### src/rtl/sort_pkg.sv
// ---------------------------------------------------------------------------
// sort_pkg
// Shared definitions for the sequential 8-bit sorter:
//   DATA_W  - element width in bits
//   state_t - controller states LOAD / SORT / DRAIN
//   idx_w() - width of an index register for an N-element batch
// ---------------------------------------------------------------------------
package sort_pkg;

    localparam int DATA_W = 8;

    typedef enum logic [1:0] {
        LOAD  = 2'd0,
        SORT  = 2'd1,
        DRAIN = 2'd2
    } state_t;

    // $clog2(n), but never narrower than one bit so that N=2 still gets
    // a usable index register.
    function automatic int idx_w(input int n);
        return (n > 2) ? $clog2(n) : 1;
    endfunction

endpackage

### src/rtl/comparator_8bit.sv
// ---------------------------------------------------------------------------
// comparator_8bit
// The single shared magnitude comparator of the sorter. It orders one pair
// of unsigned operands.
//   A, B     : operands (A is the lower buffer position)
//   Min, Max : ordered results; when A == B, Min = A and Max = B, so equal
//              operands are never exchanged and the sort stays stable.
// ---------------------------------------------------------------------------
module comparator_8bit
    import sort_pkg::*;
(
    input  logic [DATA_W-1:0] A,
    input  logic [DATA_W-1:0] B,
    output logic [DATA_W-1:0] Min,
    output logic [DATA_W-1:0] Max
);

    logic a_gt_b;

    // Strictly greater: equality counts as "already in order".
    assign a_gt_b = (A > B);
    assign Min    = a_gt_b ? B : A;
    assign Max    = a_gt_b ? A : B;

endmodule

### src/rtl/sort_seq_8bit.sv
// ---------------------------------------------------------------------------
// sort_seq_8bit
// Sequential bubble sorter for batches of N unsigned 8-bit elements.
// A batch is loaded over a valid/ready stream, sorted in place with one
// compare-swap per clock through a single shared comparator, then streamed
// out in ascending order.
//
// Parameters
//   N          - elements per batch (2..16)
// Ports
//   clk        - clock, all state changes on the rising edge
//   rst        - synchronous active-high reset
//   in_valid   - load stream: data offered
//   in_ready   - load stream: high only in LOAD
//   in_data    - load stream: element
//   out_valid  - output stream: high only in DRAIN
//   out_ready  - output stream: consumer accepts
//   out_data   - output stream: sorted element, 0 when out_valid is low
//   busy       - high while sorting
//   swap_cnt   - (only with SORT_STAT_EN defined) swaps performed by the
//                current or most recent sort
//
// Build option: define SORT_STAT_EN to add the swap_cnt port and counter.
//
// Timing: SORT always runs (N-1) passes of (N-1) compares, i.e. (N-1)^2
// cycles, independent of the data.
// ---------------------------------------------------------------------------
module sort_seq_8bit
    import sort_pkg::*;
#(
    parameter int N = 4
) (
    input  logic              clk,
    input  logic              rst,
    input  logic              in_valid,
    output logic              in_ready,
    input  logic [DATA_W-1:0] in_data,
    output logic              out_valid,
    input  logic              out_ready,
    output logic [DATA_W-1:0] out_data,
    output logic              busy
`ifdef SORT_STAT_EN
    ,
    output logic [7:0]        swap_cnt
`endif
);

    localparam int            IW       = idx_w(N);
    localparam logic [IW-1:0] LAST     = IW'(N - 1);
    localparam logic [IW-1:0] LAST_POS = IW'(N - 2);

    // -----------------------------------------------------------------------
    // Control state
    // -----------------------------------------------------------------------
    state_t        state_reg,  state_next;
    logic [IW-1:0] wr_idx_reg, wr_idx_next;
    logic [IW-1:0] rd_idx_reg, rd_idx_next;
    logic [IW-1:0] pass_reg,   pass_next;
    logic [IW-1:0] pos_reg,    pos_next;

    logic          accept;      // element written into the buffer this cycle
    logic          sort_en;     // compare-swap result written this cycle
    logic [IW-1:0] pos_p1;

    // Element storage, packed so each element can be owned by its own
    // generate block without multiple drivers on one variable.
    logic [N-1:0][DATA_W-1:0] buf_q;

    logic [DATA_W-1:0] a_val, b_val, min_val, max_val;

    assign pos_p1 = pos_reg + 1'b1;
    assign a_val  = buf_q[pos_reg];
    assign b_val  = buf_q[pos_p1];

    comparator_8bit u_cmp (
        .A   (a_val),
        .B   (b_val),
        .Min (min_val),
        .Max (max_val)
    );

    // -----------------------------------------------------------------------
    // State register
    // -----------------------------------------------------------------------
    always_ff @(posedge clk) begin
        if (rst) begin
            state_reg  <= LOAD;
            wr_idx_reg <= '0;
            rd_idx_reg <= '0;
            pass_reg   <= '0;
            pos_reg    <= '0;
        end else begin
            state_reg  <= state_next;
            wr_idx_reg <= wr_idx_next;
            rd_idx_reg <= rd_idx_next;
            pass_reg   <= pass_next;
            pos_reg    <= pos_next;
        end
    end

    // -----------------------------------------------------------------------
    // Next-state and output decode
    // -----------------------------------------------------------------------
    always_comb begin
        state_next  = state_reg;
        wr_idx_next = wr_idx_reg;
        rd_idx_next = rd_idx_reg;
        pass_next   = pass_reg;
        pos_next    = pos_reg;
        in_ready    = 1'b0;
        out_valid   = 1'b0;
        busy        = 1'b0;
        accept      = 1'b0;
        sort_en     = 1'b0;

        case (state_reg)
            LOAD: begin
                in_ready = 1'b1;
                accept   = in_valid;
                if (in_valid) begin
                    if (wr_idx_reg == LAST) begin
                        state_next  = SORT;
                        wr_idx_next = '0;
                        pass_next   = '0;
                        pos_next    = '0;
                    end else begin
                        wr_idx_next = wr_idx_reg + 1'b1;
                    end
                end
            end

            SORT: begin
                busy    = 1'b1;
                sort_en = 1'b1;
                if (pos_reg == LAST_POS) begin
                    pos_next = '0;
                    if (pass_reg == LAST_POS) begin
                        // Final compare of the final pass.
                        state_next = DRAIN;
                        pass_next  = '0;
                        rd_idx_next = '0;
                    end else begin
                        pass_next = pass_reg + 1'b1;
                    end
                end else begin
                    pos_next = pos_p1;
                end
            end

            DRAIN: begin
                out_valid = 1'b1;
                if (out_ready) begin
                    if (rd_idx_reg == LAST) begin
                        state_next  = LOAD;
                        rd_idx_next = '0;
                        wr_idx_next = '0;
                    end else begin
                        rd_idx_next = rd_idx_reg + 1'b1;
                    end
                end
            end

            default: begin
                state_next = LOAD;
            end
        endcase
    end

    assign out_data = out_valid ? buf_q[rd_idx_reg] : '0;

    // -----------------------------------------------------------------------
    // Element registers. Loading and sorting never overlap in time, so the
    // priority below only matters for clarity. Contents are deliberately not
    // reset: a batch is always fully rewritten before it is sorted.
    // -----------------------------------------------------------------------
    genvar gi;
    generate
        for (gi = 0; gi < N; gi++) begin : g_buf
            logic [DATA_W-1:0] elem_reg;

            always_ff @(posedge clk) begin
                if (accept && (wr_idx_reg == IW'(gi))) begin
                    elem_reg <= in_data;
                end else if (sort_en && (pos_reg == IW'(gi))) begin
                    elem_reg <= min_val;
                end else if (sort_en && (pos_p1 == IW'(gi))) begin
                    elem_reg <= max_val;
                end
            end

            assign buf_q[gi] = elem_reg;
        end
    endgenerate

`ifdef SORT_STAT_EN
    // -----------------------------------------------------------------------
    // Swap statistics. A swap happened exactly when the comparator moved B
    // into the lower slot, which shows up as Min differing from A; this
    // needs only an equality test, not a second magnitude compare.
    // -----------------------------------------------------------------------
    logic [7:0] swap_cnt_reg;
    logic       swapped;

    assign swapped = sort_en && (min_val != a_val);

    always_ff @(posedge clk) begin
        if (rst) begin
            swap_cnt_reg <= '0;
        end else if (accept && (wr_idx_reg == LAST)) begin
            swap_cnt_reg <= '0;
        end else if (swapped) begin
            swap_cnt_reg <= swap_cnt_reg + 8'd1;
        end
    end

    assign swap_cnt = swap_cnt_reg;
`endif

endmodule

### config.mk
export PLATFORM = sky130hd
export DESIGN_NAME = sort_seq_8bit
export DESIGN_NICKNAME = d
export VERILOG_FILES = /design/src/rtl/sort_pkg.sv /design/src/rtl/comparator_8bit.sv /design/src/rtl/sort_seq_8bit.sv
export SDC_FILE = /design/constraint.sdc
export NUM_CORES = 1
export LEC_CHECK = 0
export ABC_CLOCK_PERIOD_IN_PS = 4000
export CORE_ASPECT_RATIO = 1.25
export CORE_MARGIN = 2
export CORE_UTILIZATION = 25
export DETAILED_ROUTE_END_ITERATION = 16
export GPL_TIMING_DRIVEN = 0
export PLACE_DENSITY = 0.45
export SLEW_MARGIN = 15
export SYNTH_ARGS = -nofsm -noshare
export SYNTH_HDL_FRONTEND = slang
export SYNTH_SLANG_ARGS = --single-unit
### constraint.sdc
create_clock -name clk -period 4 [get_ports clk]
set_clock_uncertainty 0.05 [all_clocks]
set_input_delay 0.8 -clock clk [delete_from_list [all_inputs] [get_ports clk]]
set_output_delay 0.8 -clock clk [all_outputs]
set_load 0.05 [all_outputs]
==> results of run 1 <==
## worst min-delay path by stage
stage,startpoint,to,slack (ps),cells past startpoint
finish,pass_reg[0]$_SDFFE_PP0P_,pass_reg[0]$_SDFFE_PP0P_,490,2
global route,pass_reg[0]$_SDFFE_PP0P_,pass_reg[0]$_SDFFE_PP0P_,530,2
CTS,pass_reg[1]$_SDFFE_PP0P_,pass_reg[1]$_SDFFE_PP0P_,490,2
detailed placement,pass_reg[1]$_SDFFE_PP0P_,pass_reg[1]$_SDFFE_PP0P_,470,2
global placement,pass_reg[1]$_SDFFE_PP0P_,pass_reg[1]$_SDFFE_PP0P_,470,2
floorplan,pass_reg[0]$_SDFFE_PP0P_,pass_reg[0]$_SDFFE_PP0P_,450,2
## area by class of cell
type,count,area share (%)
Buffer,15,3.08
Clock buffer,8,3.14
Inverter,21,1.81
Multi-Input combinational cell,261,50.1
Sequential cell,42,26.8
Tap cell,168,4.83
Timing Repair Buffer,41,10.3
## what timing repair did
| action | in CTS | in global routing |
|---|---|---|
| buffers inserted | 10 | 9 |
| pin swaps | 5 | 9 |
| cloned | 1 | 0 |
| setup endpoints to repair | 32 | 31 |
| resized for setup | 34 | 18 |
## kinds of logic (layout without fill, tap and decap cells)
| group | count (synthesis) | after routing | synth area share, % |
|---|---|---|---|
| compound gates | 90 | 90 | 17.8 |
| flops | 42 | 42 | 35.5 |
| buf+inv | 36 | 85 | 4.44 |
| fa+ha+maj | 18 | 18 | 6.89 |
| mux | 35 | 35 | 17.6 |
| simple gates | 118 | 118 | 17.8 |
## critical path: cells and delay by family (launching register included)
family,cells,cell delay (ps)
buf+inv,8,900
flops,1,340
mux,2,860
simple gates,3,390
fa+ha+maj,2,540
compound gates,2,530
## routing by layer
layer / up-vias / wire (µm) / share of wire (%)
met5: - / 0 / 0
met4: 0 / 620 / 5.3
met3: 43 / 579 / 4.9
met2: 112 / 5970 / 51
met1: 1513 / 4630 / 39
li1: 1391 / - / -
## cells in the final DEF (no fill, tap or decap), types with 5 or more instances in the layout
master and count:
nand3_1 23, mux2i_1 7, buf_4 14, o21a_1 7
o21ai_0 21, edfxtp_1 32, nand2_1 32, inv_1 18
clkbuf_16 5, dfxtp_1 8, mux4_2 17, mux2_2 7
nor2_1 34, clkdlybuf4s50_1 21, a31oi_1 18, and3_1 8
o221ai_1 7, ha_1 14, a21oi_1 15, buf_12 8
a221oi_2 5, clkbuf_1 7
## power by group through the flow
stage / Clock, mW / Sequential (mW) / Combinational, mW
global placement: 0 / 0.555 / 0.469
CTS: 0.402 / 0.547 / 0.548
finish: 0.398 / 0.546 / 0.644
detailed placement: 0 / 0.556 / 0.471
floorplan: 0 / 0.548 / 0.330
global route: 0.416 / 0.550 / 0.688
## per-stage QoR
stage	utilization, %	hold slack (ps)
after global placement	29.1	470
final	34.2	486
after global routing	34.2	526
after CTS	32.5	485
after floorplan	-	446
after detailed placement	29.1	474
==> impl_metrics.yaml, run 1 <==
outcome:
  status: "completed"
routing:
  wl_per_cell_um: 21.2
  drt_iter0_markers: 289
  via_per_inst: 5.50
  num_vias: 3059
  antenna_left: 0
  drc: 0
  first_pass_iters: 5
  drt_wl_total_um: 11800
pwr:
  p_int_mw: 1.05
  vdd_ir_drop_max_mv: 0.145
  combinationalPowerShare_pct: 40.5
  p_leak_nw: 1.51
  p_sw_share_pct: 33.9
  pwr_density_cell_mw_per_mm2: 365
  p_switching_uw: 538
  p_seq_share_pct: 34.4
  finalPower_mw: 1.59
  p_clk_share_pct: 25.1
synthesis:
  syn_nets: 369
  synth-main-ff-cell: "edfxtp_1"
  syn_area_per_cell_um2: 9.65
  synthCells: 339
  yosys.area.top_type: "edfxtp_1"
  ys_ff_latch: 42
  yosysTopAreaCellShare_pct: 29.4
  yosysWarnings: 0
  synth_most_common_cell: "nor2_1"
  synth_commonest_cells: "nor2_1 (34), edfxtp_1 (32), nand2_1 (32)"
  synth_edf_count: 32
  synthTopCellsByArea: "edfxtp_1 (29%), mux4_2 (12%), ha_1 (6.9%)"
  seq_area_frac_synth_pct: 35.5
  synth_cell_types: 42
  async_flop_share_pct: 0
  synth_area_mm2: 0.00327
final_layout:
  area_growth_pct: 33.0
  drive_gt1_share_pct: 24.2
  multiInputGateArea_mm2: 0.00218
  num_antenna_cells: 0
  fill_cells: 1285
  postLayoutCellArea_mm2: 0.00435
  nNetsFinal: 417
  fin_cells: 556
  regArea_mm2: 0.00116
  largest_reg_flops: 32
cts:
  cts_root_buf: "clkbuf_16"
  clk_latency_ps: 290
  cts_hold_buf: 0
  cts_htree_levels: 2
  cts_made_buffers: 5
  cts_tree: "done"
  cts_max_path_buffers: 2
  clkTransAtPathRegs_ps: 60
  clock-sinks: 42
grt:
  overflow: 0
  use_met3_pct: 3.02
  grt_pass1_vias: 3000
  grt_pass1_wl_um: 17800
  met1_usage_pct: 20.6
  grt_busiest_layer: "met2"
  antenna_found_initial: 0
  grt_max_degree: 13
  track_usage_pct: 17.1
  use_met2_pct: 28.5
die:
  core-area_mm2: 0.0127
  start_util_pct: 25.7
  rows: 46
  dieHeight_um: 132
  fp.dieArea_mm2: 0.0140
  dieWidth_um: 106
  io_pins: 23
setup_path:
  endpoint_kind: "register"
  reg2reg_to: "g_buf[0].elem_reg[4]$_DFFE_PP_"
  timing.rr.start: "pos_reg[0]$_SDFFE_PP0P_"
  critPathRequiredTime_ps: 3960
  r2r_cells: 17
  crit_top_cell: "buf_12"
  arrival_ps: 3880
  start_kind: "register"
  endpoint: "g_buf[0].elem_reg[4]$_DFFE_PP_"
  crit_chain: "buf_6 > buf_12 > buf_12 > inv_2 > ha_4 > buf_6 > buf_12 > mux4_2 > inv_1 > ha_1 > nand4_4 > nor2_4 > a211o_4 > nand2_4 > mux2i_4 > buf_12 > o221ai_1"
  crit_path_max_fanout: 10
  worstSetupPathType: "register to register"
  reg2reg_setup_slack_ps: 90
  slowest_delay_ps: 600
  cp_slowest_cell: "mux4_2"
  cp-startpoint: "pos_reg[0]$_SDFFE_PP0P_"
placement:
  dp_cells: 528
  placed_cell_area_mm2: 0.00370
  post-place-ws_ps: -1200
  gp_congestion: 0.841
  io_buffers: 21
  place_hpwl_um: 7690
sta:
  slew_violations: 0
  rsz0062_at_grt: "yes"
  hold_violations: 0
  tightest_slew_ps: 782
  layout_setup_ws_ps: 87.0
  setup_viol: 0
  setup_tns_ps: 0
  min_period_ps: 3910
  fin_crit_sh_pct: 97.8
  max_freq_mhz: 256
  relSlewSlack_pct: 47.9
hold_path:
  worstHoldPathType: "register to register"
run:
  max-cap-violations: 0
Note: power is estimated with default switching activity, not from simulation.
==> run 2, diff against run 1 <==
--- a/config.mk
+++ b/config.mk
@@ -8,10 +8,10 @@
 export ABC_CLOCK_PERIOD_IN_PS = 4000
 export CORE_ASPECT_RATIO = 1.25
 export CORE_MARGIN = 2
-export CORE_UTILIZATION = 25
+export CORE_UTILIZATION = 45
 export DETAILED_ROUTE_END_ITERATION = 16
 export GPL_TIMING_DRIVEN = 0
-export PLACE_DENSITY = 0.45
+export PLACE_DENSITY = 0.69
 export SLEW_MARGIN = 15
 export SYNTH_ARGS = -nofsm -noshare
 export SYNTH_HDL_FRONTEND = slang
==> run 2 against run 1 <==
  * Worst setup slack gained 6.6 ps
  * Flip-flop and latch count is the same
  * Routed wire length shrank 9.8%
  * Non-clock buffer count is the same
  * Critical endpoint is now g_buf[0].elem_reg[7]$_DFFE_PP_
  * Largest power group unchanged
  * Highest routed layer unchanged
==> impl_metrics.yaml, run 2 (same netlist as run 1, synthesis figures left out) <==
outcome:
  status: "completed"
die:
  dieWidth_um: 80.3
  fp.dieArea_mm2: 0.00797
  dieHeight_um: 99.3
  io_pins: 23
  core-area_mm2: 0.00702
  rows: 34
  start_util_pct: 46.6
final_layout:
  nNetsFinal: 417
  drive_gt1_share_pct: 25.0
  num_antenna_cells: 0
  area_growth_pct: 28.6
  layout_commonest_cell: "nor2_1"
  largest_reg_flops: 32
  final_cell_mix: "nor2_1 (34), nand2_1 (32), edfxtp_1 (32)"
  fin_cells: 478
pwr:
  p_leak_nw: 1.52
  vdd_ir_drop_max_mv: 0.264
  pwr_density_cell_mw_per_mm2: 384
  finalPower_mw: 1.62
grt:
  use_met2_pct: 44.2
  grt_max_degree: 14
  met1_usage_pct: 32.9
  grt_pass1_vias: 2962
  track_usage_pct: 26.7
  grt_pass1_wl_um: 15700
  grt_busiest_layer: "met2"
  use_met3_pct: 6.35
  antenna_found_initial: 0
  overflow: 0
setup_path:
  start_kind: "register"
  worstSetupPathType: "register to register"
  arrival_ps: 3910
  critPathRequiredTime_ps: 4010
  crit_chain: "clkbuf_8 > inv_1 > ha_4 > buf_6 > buf_12 > mux2_2 > o21a_1 > inv_2 > ha_1 > nor2b_1 > o211ai_1 > buf_4 > a211oi_4 > nor2_4 > mux2_4 > a221o_1"
  slowest_delay_ps: 460
  crit_path_max_fanout: 10
  cp_slowest_cell: "a211oi_4"
  endpoint_kind: "register"
sta:
  hold_violations: 0
  setup_tns_ps: 0
  max_freq_mhz: 256
  setup_viol: 0
  relSlewSlack_pct: 53.5
  tightest_slew_ps: 697
  fin_crit_sh_pct: 97.7
  slew_violations: 0
  min_period_ps: 3910
routing:
  drc: 0
  drt_wl_total_um: 10600
  wl_per_cell_um: 22.3
  antenna_left: 0
  drt_iter0_markers: 314
  via_per_inst: 6.56
  first_pass_iters: 5
  num_vias: 3136
cts:
  cts_hold_buf: 0
  clk_latency_ps: 310
  clock-sinks: 42
  cts_htree_levels: 2
  clkTransAtPathRegs_ps: 80
  cts_tree: "done"
  cts_made_buffers: 5
  cts_max_path_buffers: 2
  cts_root_buf: "clkbuf_8"
placement:
  place_hpwl_um: 6570
  dp_cells: 450
  gp_congestion: 0.908
  io_buffers: 21
hold_path:
  worstHoldPathType: "register to register"
run:
  max-cap-violations: 0
[run 2: area by class of cell]
cell class	count	area, µm²
buffer	14	114
sequential	42	1160
multi-input combinational	261	2140
fill	580	2810
inverter	21	86.3
clock inverter	2	60.1
timing repair buffer	42	443
tap	90	113
clock buffer	6	82.6
[run 2: per-stage QoR]
stage,hold slack [ps],area [µm²],setup WS [ps],utilization [%]
3_5_place_dp,475,3600,-1080,51.4
2_1_floorplan,446,3280,12.3,-
4_1_cts,490,4010,8.68,57.1
5_1_grt,546,4210,-35.5,59.9
3_3_place_gp,465,3600,-985,51.4
6_report,488,4210,93.6,59.9
[run 2: power breakdown]
part / switching, mW / leakage [nW] / internal [mW]
Clock: 0.168 / 0.0714 / 0.267
Sequential: 0.0190 / 0.377 / 0.528
Combinational: 0.344 / 1.08 / 0.292
Total: 0.531 / 1.52 / 1.09
[run 2: layer usage]
metal	share of wire, %	wire length, µm	vias up
li1	-	-	1384
met4	3.8	400	0
met3	8.8	936	44
met5	0	0	-
met1	37	3940	1529
met2	50	5360	179
[run 2: worst paths after layout]
kind	startpoint	endpoint	slack (ps)	depth (start not counted)
hold reg to reg	pass_reg[1]$_SDFFE_PP0P_	pass_reg[1]$_SDFFE_PP0P_	490	2
setup reg to reg	pos_reg[1]$_SDFFE_PP0P_	g_buf[0].elem_reg[7]$_DFFE_PP_	90	16
setup / recovery	pos_reg[1]$_SDFFE_PP0P_	g_buf[0].elem_reg[7]$_DFFE_PP_	90	16
hold / removal	pass_reg[1]$_SDFFE_PP0P_	pass_reg[1]$_SDFFE_PP0P_	490	2
[run 2: worst max-delay path: cells and delay by family (launching register included)]
| family | cells | cell delay (ps) |
|---|---|---|
| AND/OR/NAND/NOR | 2 | 250 |
| flip-flops | 1 | 400 |
| adder cells (fa/ha/maj) | 2 | 420 |
| multiplexers | 2 | 640 |
| AO/OA/AOI/OAI | 4 | 1050 |
| buffers and inverters | 6 | 830 |
[run 2: what timing repair did]
item / in CTS / in global routing
hold endpoints to repair: 0 / 0
pin swaps: 3 / 7
cloned: 1 / 0
endpoints found under the setup margin: 32 / 31
resized for setup: 31 / 19
buffers inserted: 9 / 11
